**src/rtl/start_gen_pkg.sv**
```systemverilog
// Shared encodings and widths for the start/trigger generator.
package start_gen_pkg;
  localparam int START_CNT_W = 16;

  typedef enum logic [1:0] {
    MODE_PERIODIC = 2'b00,
    MODE_BURST    = 2'b01,
    MODE_ONESHOT  = 2'b10,
    MODE_IDLE     = 2'b11
  } mode_t;

  typedef enum logic [1:0] {
    ST_IDLE  = 2'd0,
    ST_RUN   = 2'd1,
    ST_DRAIN = 2'd2
  } seq_state_t;

  typedef enum logic [1:0] {
    CH_IDLE  = 2'd0,
    CH_DELAY = 2'd1,
    CH_PULSE = 2'd2
  } ch_state_t;
endpackage

```
**src/rtl/start_pulse_channel.sv**
```systemverilog
// One output channel: delays an event by `delay` cycles, then drives a pulse of max(width,1) cycles.
// Events arriving while delaying or pulsing are dropped and reported on `drop`.
module start_pulse_channel
  import start_gen_pkg::*;
#(
  parameter int DLY_W = 8,
  parameter int PW_W  = 4
) (
  input  logic             clk,
  input  logic             rst_n,
  input  logic             clr,
  input  logic             fire,
  input  logic [DLY_W-1:0] delay,
  input  logic [PW_W-1:0]  width,
  output logic             out,
  output logic             busy,
  output logic             drop
);
  ch_state_t        state, state_nxt;
  logic [DLY_W-1:0] dly_cnt, dly_nxt;
  logic [PW_W-1:0]  wid_cnt, wid_nxt;
  logic [PW_W-1:0]  wid_load;

  // Width counter holds remaining high cycles minus one; zero width acts as one.
  assign wid_load = (width == '0) ? '0 : width - PW_W'(1);

  always_comb begin
    state_nxt = state;
    dly_nxt   = dly_cnt;
    wid_nxt   = wid_cnt;
    drop      = 1'b0;
    case (state)
      CH_IDLE: begin
        if (fire) begin
          if (delay == '0) begin
            state_nxt = CH_PULSE;
            wid_nxt   = wid_load;
          end else begin
            state_nxt = CH_DELAY;
            dly_nxt   = delay;
          end
        end
      end
      CH_DELAY: begin
        drop = fire;
        if (dly_cnt == DLY_W'(1)) begin
          state_nxt = CH_PULSE;
          wid_nxt   = wid_load;
        end else begin
          dly_nxt = dly_cnt - DLY_W'(1);
        end
      end
      CH_PULSE: begin
        drop = fire;
        if (wid_cnt == '0) state_nxt = CH_IDLE;
        else               wid_nxt   = wid_cnt - PW_W'(1);
      end
      default: state_nxt = CH_IDLE;
    endcase
    if (clr) begin
      state_nxt = CH_IDLE;
      dly_nxt   = '0;
      wid_nxt   = '0;
      drop      = 1'b0;
    end
  end

  always_ff @(posedge clk) begin
    if (!rst_n) begin
      state   <= CH_IDLE;
      dly_cnt <= '0;
      wid_cnt <= '0;
    end else begin
      state   <= state_nxt;
      dly_cnt <= dly_nxt;
      wid_cnt <= wid_nxt;
    end
  end

  assign out  = (state == CH_PULSE);
  assign busy = (state != CH_IDLE);
endmodule

```
**src/rtl/start_pulse_gen.sv**
```systemverilog
// Multi-channel start generator: prescaled timebase, periodic/burst/one-shot sequencer, per-channel delay+width.
// Optional START_GEN_EXT_SYNC_EN adds an ext_sync input whose rising edge realigns the timebase while running.
module start_pulse_gen
  import start_gen_pkg::*;
#(
  parameter int PRESCALE_W = 23,
  parameter int PERIOD_W   = 8,
  parameter int NUM_CH     = 4,
  parameter int DLY_W      = 8,
  parameter int PW_W       = 4,
  parameter int BURST_W    = 8
) (
  input  logic                    clk,
  input  logic                    rst_n,
  input  logic                    enable,
  input  logic [1:0]              mode,
  input  logic                    arm,
  input  logic [PERIOD_W-1:0]     user_period,
  input  logic [BURST_W-1:0]      burst_count,
  input  logic [PW_W-1:0]         pulse_width,
  input  logic [NUM_CH*DLY_W-1:0] ch_delay,
`ifdef START_GEN_EXT_SYNC_EN
  input  logic                    ext_sync,
`endif
  output logic [NUM_CH-1:0]       out_start,
  output logic                    busy,
  output logic                    overrun,
  output logic [START_CNT_W-1:0]  start_count
);
  seq_state_t          state, state_nxt;
  mode_t               mode_q, mode_eff;
  logic                en_q, launch, tick, ev, sync_rise, clr;
  logic [PRESCALE_W-1:0] pre_cnt;
  logic [PERIOD_W-1:0] per_cnt, period_q;
  logic [BURST_W-1:0]  n_q, ev_cnt;
  logic [NUM_CH-1:0]   ch_busy, ch_drop;

  // On the first enabled edge mode_q is not yet loaded, so look at the live input.
  assign mode_eff = en_q ? mode_q : mode_t'(mode);
  assign clr      = !enable;
  assign tick     = &pre_cnt;
  assign ev       = enable && (state == ST_RUN) && tick && (period_q != '0) &&
                    (per_cnt == period_q - PERIOD_W'(1)) && !sync_rise;

`ifdef START_GEN_EXT_SYNC_EN
  logic sync_q;
  always_ff @(posedge clk) begin
    if (!rst_n) sync_q <= 1'b0;
    else        sync_q <= ext_sync;
  end
  assign sync_rise = ext_sync && !sync_q && (state == ST_RUN);
`else
  assign sync_rise = 1'b0;
`endif

  always_comb begin
    state_nxt = state;
    launch    = 1'b0;
    case (state)
      ST_IDLE: begin
        case (mode_eff)
          MODE_PERIODIC: launch = 1'b1;
          MODE_BURST:    launch = arm && (burst_count != '0);
          MODE_ONESHOT:  launch = arm;
          default:       launch = 1'b0;
        endcase
      end
      ST_RUN: begin
        if (ev && (mode_q != MODE_PERIODIC) && (ev_cnt == n_q - BURST_W'(1)))
          state_nxt = ST_DRAIN;
      end
      ST_DRAIN: begin
        if (ch_busy == '0) state_nxt = ST_IDLE;
      end
      default: state_nxt = ST_IDLE;
    endcase
    if (launch) state_nxt = ST_RUN;
    if (!enable) begin
      state_nxt = ST_IDLE;
      launch    = 1'b0;
    end
  end

  always_ff @(posedge clk) begin
    if (!rst_n) begin
      state       <= ST_IDLE;
      en_q        <= 1'b0;
      mode_q      <= MODE_PERIODIC;
      pre_cnt     <= '0;
      per_cnt     <= '0;
      period_q    <= '0;
      n_q         <= '0;
      ev_cnt      <= '0;
      overrun     <= 1'b0;
      start_count <= '0;
    end else begin
      state <= state_nxt;
      en_q  <= enable;
      if (enable && !en_q) mode_q <= mode_t'(mode);
      if (!enable) begin
        pre_cnt <= '0;
        per_cnt <= '0;
        ev_cnt  <= '0;
        overrun <= 1'b0;
      end else begin
        if (launch) begin
          // The launch edge itself is the first prescaler cycle of the run.
          pre_cnt  <= PRESCALE_W'(1);
          per_cnt  <= '0;
          period_q <= user_period;
          ev_cnt   <= '0;
          n_q      <= (mode_eff == MODE_ONESHOT) ? BURST_W'(1) : burst_count;
        end else if (state == ST_RUN) begin
          if (sync_rise) begin
            pre_cnt <= '0;
            per_cnt <= '0;
          end else begin
            pre_cnt <= pre_cnt + PRESCALE_W'(1);
            if (ev) begin
              per_cnt  <= '0;
              period_q <= user_period;
              ev_cnt   <= ev_cnt + BURST_W'(1);
            end else if (tick) begin
              per_cnt <= per_cnt + PERIOD_W'(1);
            end
          end
        end
        if (|ch_drop) overrun <= 1'b1;
      end
      if (ev) start_count <= start_count + START_CNT_W'(1);
    end
  end

  for (genvar i = 0; i < NUM_CH; i++) begin : g_ch
    start_pulse_channel #(.DLY_W(DLY_W), .PW_W(PW_W)) u_ch (
      .clk   (clk),
      .rst_n (rst_n),
      .clr   (clr),
      .fire  (ev),
      .delay (ch_delay[i*DLY_W +: DLY_W]),
      .width (pulse_width),
      .out   (out_start[i]),
      .busy  (ch_busy[i]),
      .drop  (ch_drop[i])
    );
  end

  assign busy = (state != ST_IDLE) || (ch_busy != '0);
endmodule

```
**config.mk**
```make
export PLATFORM = sky130hd
export DESIGN_NAME = start_pulse_gen
export DESIGN_NICKNAME = d
export VERILOG_FILES = /design/src/rtl/start_gen_pkg.sv /design/src/rtl/start_pulse_channel.sv /design/src/rtl/start_pulse_gen.sv
export SDC_FILE = /design/constraint.sdc
export NUM_CORES = 1
export LEC_CHECK = 0
export ABC_AREA = 1
export CORE_MARGIN = 2
export CORE_UTILIZATION = 59
export CTS_CLUSTER_SIZE = 10
export DETAILED_ROUTE_END_ITERATION = 10
export DONT_BUFFER_PORTS = 1
export PLACE_DENSITY = 0.79
export SLEW_MARGIN = 20
export SYNTH_ARGS = -nofsm -noshare
export SYNTH_HDL_FRONTEND = slang
export SYNTH_HIERARCHICAL = 1
export SYNTH_SLANG_ARGS = --single-unit
```
**constraint.sdc**
```tcl
create_clock -name clk -period 2.48 [get_ports clk]
set_clock_uncertainty 0.2 [all_clocks]
set_input_delay 0.124 -clock clk [delete_from_list [all_inputs] [get_ports clk]]
set_output_delay 0.124 -clock clk [all_outputs]
set_load 0.02 [all_outputs]
```
==> flow_summary.yaml, run 1 <==
floorplanning:
  dieHeight_um: 130.3
  coreArea_mm2: 0.01571
  start_util_pct: 59.87
  fp-row-count: 46
  die_area_mm2: 0.01697
  ios: 80
  die_w_um: 130.3
placed_design:
  port_buffers: 0
  place_congestion: 0.9260
  hpwlAfterDp_um: 16270
cells_and_area:
  fill_cells: 1272
  area_growth_pct: 22.84
  drive_gt1_share_pct: 16.71
  seqCellArea_mm2: 0.002676
  design.final.nets: 1733
  multi_input_area_mm2: 0.006170
grt:
  grt_util_met1_pct: 35.60
  grt_max_degree: 29
  grt_pass1_wl_um: 40620
  met2_usage_pct: 51.06
  grt_overflow: 0
  grt_busiest_layer: "met2"
  use_met3_pct: 6.314
  antenna_found_initial: 2
  grt_pass1_vias: 9241
  grt.total_usage_pct: 29.29
clock_network:
  cts_tree: "built"
  clock_path_buffers: 2
  cts_root_buffer: "clkbuf_16"
  htreeDepth: 4
  clock_sinks: 133
  numCtsBuffers: 17
  clk_pin_slew_ps: 60
  clock_latency_ps: 430
worst_setup_path:
  regToRegSetupSlack_ps: -170
  crit_fanout: 8
  crit_arrival_ps: 2810
  setup.worst_path.end_class: "register"
  critPathLaunchType: "register"
  cp.required_ps: 2640
  crit_type: "register to register"
sta:
  fin_setup_tns_ps: -3910
  fin_ws_ps: -173.6
  finalCritPeriodShare_pct: 107.0
  fin_crit_ps: 2654
  rsz0062_at_grt: "yes"
  finalHoldViolCount: 0
  worst_pin_slew_ps: 600.0
  slew_violations: 0
  slew_headroom_pct: 59.87
  timing.fmax_mhz: 376.8
  setup_viol: 39
route:
  drcViolationCount: 0
  drtPass1Iterations: 7
  vias_per_cell: 5.404
  drt_iter0_markers: 772
  routed_wl_um: 25870
  ant_nets: 0
  vias: 10110
  wl_per_cell_um: 13.83
yosys:
  ys_types: 42
  ys_ff_latch: 133
  async_flop_share_pct: 0
  netlist_area_mm2: 0.009407
  syn_inst: 1537
  synth-compound-area-share_pct: 8.061
  synth_top_family_by_area: "simple AND/OR/NAND/NOR gates"
  ys_seq_area_share_pct: 28.31
  yosysWarningCount: 6
  avgSynthCellArea_um2: 6.120
  synthesis.nets: 1630
  synthXorXnorAreaFrac_pct: 3.352
  synthAdderAreaFrac_pct: 4.655
  synth_mux_area_share_pct: 0.4256
  synth_top_flop_cell: "dfxtp_1"
  synth-edff-count: 0
  yosys.area_share.simple_pct: 45.44
status:
  violations: "negative setup slack"
  status: "complete, but fails checks"
power:
  power_mw: 5.472
  p_leak_nw: 5.152
  max-vdd-ir-drop_mv: 0.4976
  powerDensity_mw_per_mm2: 473.6
job:
  cap_viol_max_count: 0
worst_hold_path:
  holdCritPathClass: "input port to register"
flip-flops by register name (all words and copies together), names as in the netlist:
register           flops
per_cnt                8
state                  2
n_q                    8
g_ch.u_ch/wid_cnt     16
overrun                1
start_count           16
g_ch.u_ch/state        8
g_ch.u_ch/dly_cnt     32
mode_q                 2
pre_cnt               23
en_q                   1
ev_cnt                 8
period_q               8
report_power, final:
group | switching [mW] | internal (mW) | total [mW]
clock network | 0.940 | 1.62 | 2.56
registers | 0.0316 | 2.16 | 2.20
logic | 0.425 | 0.291 | 0.717
layout make-up:
type	instances	area share [%]
clock inverters	10	1.115
clock buffers	21	3.985
inverters	196	6.475
diodes	2	0.04331
well taps	216	2.339
flip-flops and latches	133	23.16
repair buffers	114	9.345
repair inverters	1	0.1408
multi-input cells	1177	53.39
through the flow:
step | area, um^2 | utilization [%] | setup slack (ps) | hold WS (ps) | cells
floorplan | 9412 | - | 17.68 | 48.07 | 1537
global placement | 9684 | 61.63 | 38.78 | 52.28 | 1745
detailed placement | 9684 | 61.63 | -33.77 | 55.54 | 1745
CTS | 11110 | 70.72 | 0.2143 | 5.340 | 1857
global route | 11550 | 73.54 | -362.7 | 42.85 | 1870
finish | 11550 | 73.54 | -173.6 | 10.23 | 1870
critical path, cell delays in order (launching register included):
cell and delay (ps):
dfxtp_4 370, inv_4 50, ha_4 290, nor2_4 40
nor2_2 130, nand3_2 90, nor2_1 120, nand2_1 100
nor2_2 180, nand3_4 130, inv_8 120, buf_12 110
nor2_4 30, nor2_1 100, nand2_1 70, inv_2 60
nand3_4 130, nand2_2 110, nand2_2 40, nor2_1 100
kinds of logic after synthesis:
family / Yosys count
mux: 4
buf+inv: 227
flops: 133
simple gates: 967
fa+ha+maj: 35
compound gates: 135
xor+xnor: 36
layout by cell type, fill, tap and decap left out, types with 39 or more instances in the layout:
master / instances
inv_1: 159
nor2_1: 260
o21ai_0: 52
nand3_1: 100
nand2_1: 400
dfxtp_1: 124
buf_4: 39
a21oi_1: 55
dlygate4sd3_1: 67
nand2_2: 53
final timing paths:
check / startpoint / endpoint / cells past startpoint
setup / recovery: period_q[1]$_SDFFE_PN0P_ / g_ch[2].u_ch/wid_cnt[0]$_SDFFE_PP0P_ / 19
hold / removal: ch_delay[28] / g_ch[3].u_ch/state[0]$_SDFFE_PP0P_ / 6
setup reg to reg: period_q[1]$_SDFFE_PN0P_ / g_ch[2].u_ch/wid_cnt[0]$_SDFFE_PP0P_ / 19
hold reg to reg: pre_cnt[13]$_SDFFE_PP0P_ / pre_cnt[13]$_SDFFE_PP0P_ / 2
Yosys cell counts, types with 3 or more instances:
| master | count | share of area, % |
|---|---|---|
| nand3b_1 | 4 | 0.32 |
| nand3_2 | 9 | 0.96 |
| nand3_4 | 4 | 0.74 |
| xnor2_1 | 9 | 0.84 |
| buf_4 | 9 | 0.72 |
| mux2i_1 | 4 | 0.43 |
| o21ai_1 | 4 | 0.21 |
| o21bai_1 | 5 | 0.40 |
| nor2_4 | 8 | 0.96 |
| nand2_2 | 25 | 1.7 |
| inv_2 | 25 | 1.0 |
| ha_1 | 35 | 4.7 |
| nor2_1 | 285 | 11 |
| or2_2 | 3 | 0.20 |
| buf_2 | 10 | 0.53 |
| o31ai_1 | 4 | 0.32 |
| a21oi_1 | 57 | 3.0 |
| xor2_1 | 27 | 2.5 |
| nand2_4 | 9 | 1.1 |
| o21ai_4 | 4 | 0.69 |
| nor2_2 | 16 | 1.1 |
| clkbuf_1 | 4 | 0.16 |
| clkbuf_2 | 4 | 0.21 |
| dfxtp_1 | 133 | 28 |
| nor3_1 | 25 | 1.3 |
| nand2_1 | 430 | 17 |
| nor4_1 | 6 | 0.40 |
| o21ai_0 | 53 | 2.8 |
| a31oi_1 | 5 | 0.33 |
| nand4_1 | 30 | 2.0 |
| inv_1 | 169 | 6.7 |
| nand3_1 | 107 | 5.7 |
layer usage:
layer | wire length, um | vias to the layer above
li1 | - | 5038
met1 | 10990 | 4619
met2 | 12580 | 371
met3 | 1541 | 78
met4 | 750 | 0
met5 | 0 | -
what timing repair did:
item | CTS | global route
endpoints found under the setup margin | 39 | 72
pin swaps | 10 | 64
hold buffers | 69 | 0
endpoints found under the hold margin | 91 | 0
gates cloned | 1 | 0
setup buffers | 11 | 13
gates resized for setup | 17 | 110
Note: power is estimated with default switching activity, not from simulation.
==> inputs of run 2 (changes only) <==
- CORE_UTILIZATION: 59 -> 51
- PLACE_DENSITY: 0.79 -> 0.7
- SLEW_MARGIN: 20 -> unset
==> flow_summary.yaml, run 2 (synthesis results as in run 1) <==
route:
  drtPass1Iterations: 6
  routed_wl_um: 23030
  vias: 9518
  ant_nets: 0
  wl_per_cell_um: 12.35
  drt_iter0_markers: 456
  drcViolationCount: 0
  vias_per_cell: 5.103
cells_and_area:
  multi_input_area_mm2: 0.005957
  drive_gt1_share_pct: 13.20
  top_register: "g_ch.u_ch/dly_cnt"
  area_growth_pct: 19.38
  largest_reg_flops: 32
  final_cell_mix: "nand2_1 (419), nor2_1 (268), inv_1 (162)"
  seqCellArea_mm2: 0.002671
  final_common_cell: "nand2_1"
  n_antenna_cell: 0
  design.final.nets: 1716
  reg_top3: "g_ch.u_ch/dly_cnt x32, pre_cnt x23"
  fin_cells: 1865
  fill_cells: 1655
power:
  pwr-share-clk_pct: 49.8
  p_sw_mw: 1.409
  swShare_pct: 25.05
  power_mw: 5.623
  seqPwrFrac_pct: 38.9
  powerDensity_mw_per_mm2: 500.8
  p_int_mw: 4.215
  combinationalPowerShare_pct: 11.2
  p_leak_nw: 4.994
  max-vdd-ir-drop_mv: 0.5385
grt:
  grt_overflow: 0
  met2_usage_pct: 39.92
  grt_busiest_layer: "met2"
  grt_max_degree: 29
  use_met3_pct: 4.646
  grt_pass1_vias: 8744
  grt_util_met1_pct: 30.67
  grt_pass1_wl_um: 39040
  grt.total_usage_pct: 23.62
  antenna_found_initial: 0
worst_setup_path:
  r2r-start: "period_q[0]$_SDFFE_PN0P_"
  critPathLaunchType: "register"
  crit_type: "register to register"
  crit_arrival_ps: 2600
  reg2reg_to: "g_ch[0].u_ch/wid_cnt[3]$_SDFFE_PP0P_"
  cp.required_ps: 2600
  critPathLaunch: "period_q[0]$_SDFFE_PN0P_"
  cp-endpoint: "g_ch[0].u_ch/wid_cnt[3]$_SDFFE_PP0P_"
  regToRegSetupSlack_ps: -1
  r2r_cells: 17
  setup.worst_path.end_class: "register"
  crit_fanout: 8
placed_design:
  place_congestion: 0.9059
  hpwlAfterDp_um: 15910
  place_ws_ps: -59.76
  port_buffers: 0
  dp.cells: 1758
clock_network:
  clock_path_buffers: 2
  htreeDepth: 4
  clock_latency_ps: 430
  clock_sinks: 133
  cts_tree: "built"
  cts_root_buffer: "clkbuf_16"
  numCtsBuffers: 17
  clk_pin_slew_ps: 60
sta:
  fin_crit_ps: 2481
  rsz0062_at_grt: "yes"
  slew_headroom_pct: 57.69
  finalCritPeriodShare_pct: 100.1
  worst_pin_slew_ps: 632.5
  timing.fmax_mhz: 403.0
  fin_ws_ps: -1.325
  setup_viol: 1
  slew_violations: 0
  finalHoldViolCount: 0
job:
  cap_viol_max_count: 0
status:
  status: "complete, but fails checks"
  violations: "negative setup slack"
floorplanning:
  die_w_um: 139.8
  coreArea_mm2: 0.01802
  dieHeight_um: 139.8
  fp-row-count: 49
  die_area_mm2: 0.01955
  ios: 80
  start_util_pct: 52.19
worst_hold_path:
  hold_path_depth: 7
  holdCritPathClass: "input port to register"
==> run 2: cell count changes in the layout (fill, tap and decap cells not counted), moves of 5 or more <==
| cell | change |
|---|---|
| nand2_1 | +19 |
| nand2_2 | -17 |
| buf_4 | -12 |
| nor2_4 | -9 |
| nor2_1 | +8 |
| nand3_1 | +7 |
| nand3_2 | -6 |
| buf_6 | -5 |
==> run 2: worst min path at each step <==
stage | from | endpoint | slack, ps
floorplan | burst_count[0] | n_q[0]$_SDFFE_PN0P_ | 50
global placement | rst_n | start_count[7]$_SDFFE_PN0N_ | 50
detailed placement | rst_n | start_count[2]$_SDFFE_PN0N_ | 60
CTS | burst_count[0] | state[0]$_SDFFE_PN0P_ | 9
global route | ch_delay[7] | g_ch[0].u_ch/state[1]$_SDFFE_PP0P_ | 60
finish | ch_delay[7] | g_ch[0].u_ch/state[1]$_SDFFE_PP0P_ | 30
==> run 2: critical path, cell delays in order (launching register included) <==
cell,delay (ps)
dfxtp_2,330
inv_2,50
buf_4,150
ha_1,200
nand3_1,90
nor2_2,50
nor2_1,110
nand3_1,90
nor2_1,130
nand3_2,160
clkinv_4,160
nor2_2,70
nor2_1,90
nand2_1,70
inv_2,60
nand3_4,140
nor2_1,160
nor2_1,60
==> run 2: area by class of cell <==
cell class                      instances  share of cell area, %
Timing Repair Buffer                   97                  8.134
Multi-Input combinational cell       1177                  53.05
Clock buffer                           17                  3.788
Inverter                              196                  6.618
Clock inverter                         15                  2.017
Sequential cell                       133                  23.79
Tap cell                              229                  2.552
Timing Repair inverter                  1                0.05571
==> run 2: through the flow <==
step	hold slack, ps	TNS (ps)	util [%]	instance area (um^2)
after floorplan	48.07	0	-	9412
after detailed placement	56.24	-767.3	53.82	9701
after global routing	59.95	-3892	62.30	11230
final	30.05	-1.325	62.30	11230
after global placement	54.06	0	53.82	9701
after CTS	8.691	-4.167	61.43	11070
==> run 2: metal layers <==
| layer | part of all wire, % | vias to the layer above |
|---|---|---|
| li1 | - | 5002 |
| met1 | 47 | 4275 |
| met4 | 1.4 | 0 |
| met3 | 5.2 | 34 |
| met5 | 0 | - |
| met2 | 46 | 207 |
==> run 2: power by group through the flow <==
stage	sequential [mW]	combinational (mW)	clock, mW
2_1_floorplan	2.23	0.389	0
3_3_place_gp	2.24	0.494	0
3_5_place_dp	2.23	0.500	0
4_1_cts	2.19	0.613	2.86
5_1_grt	2.19	0.715	2.94
6_report	2.19	0.632	2.80
==> run 2: repair_timing <==
| action | 4_1_cts | 5_1_grt |
|---|---|---|
| setup buffers | 1 | 4 |
| hold buffers | 69 | 1 |
| cloned | 1 | 0 |
| gates resized for setup | 5 | 51 |
| hold endpoints to repair | 102 | 1 |
| pin swaps | 1 | 28 |
| endpoints found under the setup margin | 48 | 65 |
